**src/rtl/pb_boot_ctrl.sv**
```systemverilog
// Boot sequencer: samples straps, launches the image loader, wakes the core, latches the EOC exit code.
// Optional boot-to-EOC cycle counter enabled by defining PB_BOOT_CTRL_CYCLE_CNT_EN.
module pb_boot_ctrl #(
  parameter int unsigned EntryWidth    = 64,
  parameter int unsigned TimeoutCycles = 2**20,
  parameter int unsigned CntWidth      = 24
) (
  input  logic                  clk_i,
  input  logic                  rst_ni,
  input  logic [1:0]            boot_mode_i,
  output logic                  ld_start_valid_o,
  input  logic                  ld_start_ready_i,
  output logic [1:0]            ld_src_o,
  input  logic                  ld_done_i,
  input  logic                  ld_err_i,
  input  logic [EntryWidth-1:0] ld_entry_i,
  output logic                  wake_valid_o,
  input  logic                  wake_ready_i,
  output logic [EntryWidth-1:0] wake_entry_o,
  input  logic                  eoc_we_i,
  input  logic [31:0]           eoc_wdata_i,
  output logic                  busy_o,
  output logic                  done_o,
  output logic [31:0]           exit_code_o,
  output logic [1:0]            error_o,
  output logic [31:0]           cycles_o
);

  typedef enum logic [2:0] {
    ST_SAMPLE,
    ST_DISPATCH,
    ST_LAUNCH,
    ST_LOAD,
    ST_WAKE,
    ST_WAIT_EOC,
    ST_DONE,
    ST_ERROR
  } state_t;

  localparam bit                  TMO_EN   = (TimeoutCycles != 0);
  localparam logic [CntWidth-1:0] TMO_LAST = CntWidth'(TimeoutCycles - 1);

  state_t              state;
  logic [1:0]          mode_q;
  logic [CntWidth-1:0] tmo_cnt;

  // Straps are captured in SAMPLE and acted on one cycle later in DISPATCH.
  always_ff @(posedge clk_i or negedge rst_ni) begin
    if (!rst_ni) begin
      state            <= ST_SAMPLE;
      mode_q           <= '0;
      tmo_cnt          <= '0;
      ld_start_valid_o <= 1'b0;
      ld_src_o         <= '0;
      wake_valid_o     <= 1'b0;
      wake_entry_o     <= '0;
      busy_o           <= 1'b0;
      done_o           <= 1'b0;
      exit_code_o      <= '0;
      error_o          <= '0;
    end else begin
      case (state)
        ST_SAMPLE: begin
          mode_q <= boot_mode_i;
          busy_o <= 1'b1;
          state  <= ST_DISPATCH;
        end
        ST_DISPATCH: begin
          case (mode_q)
            2'd0: state <= ST_WAIT_EOC;
            2'd1: begin
              error_o <= 2'd1;
              busy_o  <= 1'b0;
              state   <= ST_ERROR;
            end
            default: begin
              ld_start_valid_o <= 1'b1;
              ld_src_o         <= mode_q;
              state            <= ST_LAUNCH;
            end
          endcase
        end
        ST_LAUNCH: begin
          if (ld_start_ready_i) begin
            ld_start_valid_o <= 1'b0;
            tmo_cnt          <= '0;
            state            <= ST_LOAD;
          end
        end
        ST_LOAD: begin
          // Error beats done, done beats an expiring timeout.
          if (ld_err_i) begin
            error_o <= 2'd2;
            busy_o  <= 1'b0;
            state   <= ST_ERROR;
          end else if (ld_done_i) begin
            wake_entry_o <= ld_entry_i;
            wake_valid_o <= 1'b1;
            state        <= ST_WAKE;
          end else if (TMO_EN && (tmo_cnt == TMO_LAST)) begin
            error_o <= 2'd3;
            busy_o  <= 1'b0;
            state   <= ST_ERROR;
          end else begin
            tmo_cnt <= tmo_cnt + CntWidth'(1);
          end
        end
        ST_WAKE: begin
          if (wake_ready_i) begin
            wake_valid_o <= 1'b0;
            state        <= ST_WAIT_EOC;
          end
        end
        ST_WAIT_EOC: begin
          if (eoc_we_i && eoc_wdata_i[0]) begin
            done_o      <= 1'b1;
            exit_code_o <= {1'b0, eoc_wdata_i[31:1]};
            busy_o      <= 1'b0;
            state       <= ST_DONE;
          end
        end
        default: ;
      endcase
    end
  end

`ifdef PB_BOOT_CTRL_CYCLE_CNT_EN
  logic [31:0] cyc_q;

  always_ff @(posedge clk_i or negedge rst_ni) begin
    if (!rst_ni) begin
      cyc_q <= '0;
    end else if ((state != ST_SAMPLE) && (state != ST_DONE) && (state != ST_ERROR)
                 && (cyc_q != '1)) begin
      cyc_q <= cyc_q + 32'd1;
    end
  end

  assign cycles_o = cyc_q;
`else
  assign cycles_o = '0;
`endif

endmodule

```
**config.mk**
```make
export PLATFORM = sky130hd
export DESIGN_NAME = pb_boot_ctrl
export DESIGN_NICKNAME = d
export VERILOG_FILES = /design/src/rtl/pb_boot_ctrl.sv
export SDC_FILE = /design/constraint.sdc
export NUM_CORES = 1
export LEC_CHECK = 0
export ABC_AREA = 1
export CORE_MARGIN = 2
export CORE_UTILIZATION = 44
export DETAILED_ROUTE_END_ITERATION = 10
export PLACE_DENSITY = 0.84
export SYNTH_ARGS = -nofsm -noshare
export SYNTH_HDL_FRONTEND = slang
export SYNTH_SLANG_ARGS = --single-unit
```
**constraint.sdc**
```tcl
create_clock -name clk_i -period 2.4 [get_ports clk_i]
set_input_delay 0.24 -clock clk_i [delete_from_list [all_inputs] [get_ports clk_i]]
set_output_delay 0.24 -clock clk_i [all_outputs]
set_load 0.01 [all_outputs]
```
==> impl_metrics.csv <==
group,metric,value,unit
placement,place_inst,1043,
timing,final-setup-viol-count,0,
routing,via_count,5058,
setup_path,cp-startpoint,"tmo_cnt[0]$_DFFE_PN0P_",
die,fp.dieArea,0.01516,mm^2
grt,grt_max_degree,67,
grt,grt_antenna_before_repair,0,
clocking,ctsLongestPathBuffers,2,
yosys,mappedNetlistArea,0.006245,mm^2
timing,hold_viol,0,
timing,fin_crit,2062,ps
timing,worst-slew-pin-transition,633.1,ps
routing,viasPerCell,4.701,
clocking,cts_hold_buffers,1,
timing,maxSlewViolCount,0,
placement,dp_worst_setup_slack,349.6,ps
placement,numPortBuffers,207,
layout,post_route_insts_no_fill,1076,
clocking,h_tree_levels,4,
routing,wl,15340,um
clocking,clock-root-buffer,"clkbuf_16",
timing,grt_setup_unrepaired,"no",
layout,flow.area_growth_from_synthesis,44.00,%
timing,setup_slack,338.0,ps
setup_path,critPathMaxFanout,20,
routing,detail_route.iter0.violations,298,
power,ir_drop,989.4,uV
die,pin_count,241,
clocking,clk_pin_slew,60,ps
placement,routabilityCongestion,0.9115,
setup_path,r2r.worst_path.cells,11,
clocking,tritoncts.num_buffers,17,
clocking,cts_num_sinks,132,
die,placeableCoreArea,0.01388,mm^2
grt,wire_length_of_the_first_global_routing_pass,24560,um
layout,mostFrequentLayoutCell,"nand2_1",
outcome,status,"completed",
setup_path,setup.reg_to_reg.worst_slack,340,ps
grt,total_congestion_overflow_after_global_routing,0,
die,floorplan.rows,43,
clocking,insertion_delay,410,ps
routing,antenna_violating_nets_post_route,0,
setup_path,critical_path.endpoint_type,"register",
power,power.static_leakage,4.292,nW
routing,remaining_drc_errors,0,
worst_hold_path,kind_of_path_behind_the_tightest_hold_check,"input pin to register",
setup_path,crit_required,2700,ps
grt,grt_pass1_vias,5049,
yosys,synth-warning-count,0,
die,initial_core_util,44.99,%
die,die-width,123.1,um
worst_hold_path,hold_end,"exit_code_o[23]$_DFFE_PN0P_",
timing,fin_setup_tns,0,ps
grt,grt_util_all_layers,20.97,%
power,power.density,1160,mW/mm^2
layout,antennaDiodeCount,0,
layout,share_of_layout_cells_above_drive_strength_1,13.50,%
setup_path,timing.critical_path.from_type,"register",
timing,fin_crit_sh,85.92,%
setup_path,worstReg2RegEnd,"tmo_cnt[11]$_DFFE_PN0P_",
timing,max_clock_freq,485.0,MHz
clocking,ctsResizeCount,0,
layout,finalNetCount,991,
clocking,post-cts-setup-buffer-count,0,
yosys,netlist-cell-type-count,28,
yosys,synthesis.instances,665,
timing,fin_clk_skew,7.182,ps
placement,place.detailed.hpwl,11180,um
run,max_cap_violations,0,
routing,drt_first_pass_iters,4,
yosys,synth_seq_cells,132,
die,die_h,123.1,um
yosys,synth_sequential_area_ratio,52.90,%
worst_hold_path,min_path_cells,3,
yosys,syn-mean-instance-area,9.391,um^2
timing,hold_slack_final,354.6,ps
layout,layout_common_cells,"264 x nand2_1, 206 x clkdlybuf4s50_1, 132 x dfrtp_1",
setup_path,rr_startpoint,"tmo_cnt[0]$_DFFE_PN0P_",
setup_path,critical_path_type,"register to register",
worst_hold_path,hold_start,"eoc_wdata_i[24]",
clocking,cts_tree,"done",
setup_path,cp_data_arrival_time,2360,ps
timing,max-slew-margin-rel,57.79,%
routing,route.detailed.wl_per_inst,14.26,um
==> synthesized netlist by cell type <==
cell type | number | area share [%]
a21oi_1 | 1 | 0.080
buf_2 | 8 | 0.64
buf_4 | 35 | 4.2
buf_6 | 4 | 0.72
clkbuf_1 | 5 | 0.30
conb_1 | 1 | 0.060
dfrtp_1 | 132 | 53
ha_1 | 3 | 0.60
inv_1 | 27 | 1.6
inv_2 | 3 | 0.18
mux2_2 | 38 | 6.9
mux2_4 | 27 | 6.5
nand2_1 | 264 | 16
nand2_2 | 1 | 0.10
nand3_1 | 18 | 1.4
nand3b_1 | 1 | 0.12
nand4_1 | 4 | 0.40
nand4_2 | 1 | 0.20
nor2_1 | 64 | 3.8
nor2_2 | 1 | 0.10
nor2_4 | 1 | 0.18
nor2_8 | 1 | 0.32
nor3_1 | 2 | 0.16
nor3b_1 | 1 | 0.12
o21ai_0 | 8 | 0.64
or2_2 | 3 | 0.30
xnor2_1 | 5 | 0.70
xor2_1 | 6 | 0.84
==> kinds of logic (layout without fill, tap and decap cells) <==
kind of cell    count (synthesis)  after routing  share of synthesized area, %
compound gates                  9              9                        0.7212
xor+xnor                       11             11                         1.543
fa+ha+maj                       3              3                        0.6011
buf+inv                        82            281                         7.674
flops                         132            132                         52.90
mux                            65             65                         13.34
other cells                     1             33                       0.06005
simple gates                  362            362                         23.16
==> final cells by class <==
type                            count  area [um^2]
Clock inverter                     15        132.6
Inverter                           30        112.6
Fill cell                        1123         4888
Clock buffer                       17        425.4
Multi-Input combinational cell    483         2590
Timing Repair Buffer              219         2203
Sequential cell                   132         3303
Tap cell                          180        225.2
==> state kept, by name (all words and copies together), names as in the netlist <==
name              count
busy_o                1
done_o                1
error_o               2
exit_code_o          31
ld_src_o              2
ld_start_valid_o      1
mode_q                2
state                 3
tmo_cnt              24
wake_entry_o         64
wake_valid_o          1
==> how the worst max path moves through the flow <==
stage	to	slack, ps	cells past startpoint
after floorplan	tmo_cnt[5]$_DFFE_PN0P_	640	11
after global placement	tmo_cnt[23]$_DFFE_PN0P_	470	11
after detailed placement	tmo_cnt[21]$_DFFE_PN0P_	350	11
after CTS	tmo_cnt[21]$_DFFE_PN0P_	340	11
after global routing	tmo_cnt[11]$_DFFE_PN0P_	140	11
final	tmo_cnt[11]$_DFFE_PN0P_	340	11
==> metal layers <==
layer | routed length [um] | share of wire (%) | GRT usage [%] | up-vias
met3 | 1139 | 7.4 | 7.288 | 33
met2 | 7639 | 50 | 34.44 | 167
met5 | 0 | 0 | 0 | -
met1 | 6199 | 40 | 24.77 | 2398
li1 | - | - | - | 2460
met4 | 363 | 2.4 | 9.446 | 0
==> power breakdown <==
part / switching (mW) / total (mW) / internal [mW]
Combinational: 1.78 / 4.27 / 2.49
Clock: 1.03 / 2.46 / 1.43
Sequential: 0.552 / 3.70 / 3.15
==> worst max-delay path: stages, from the launching register on <==
cell and delay (ps):
dfrtp_1 430, ha_1 270, nand2_1 90, nor2_1 160
nand2_1 150, nor2_2 230, nand3_1 140, nand3_1 90
nor2_1 40, buf_4 210, nand2_1 90, nand2_1 50
==> through the flow <==
stage / area [um^2] / power [mW] / util, %
2_1_floorplan: 6365 / 5.620 / -
3_3_place_gp: 8424 / 7.860 / 60.69
3_5_place_dp: 8424 / 8.002 / 60.69
4_1_cts: 8992 / 10.52 / 64.78
5_1_grt: 8992 / 11.05 / 64.78
6_report: 8992 / 10.43 / 64.78
Power figures use the tool's default switching activity.
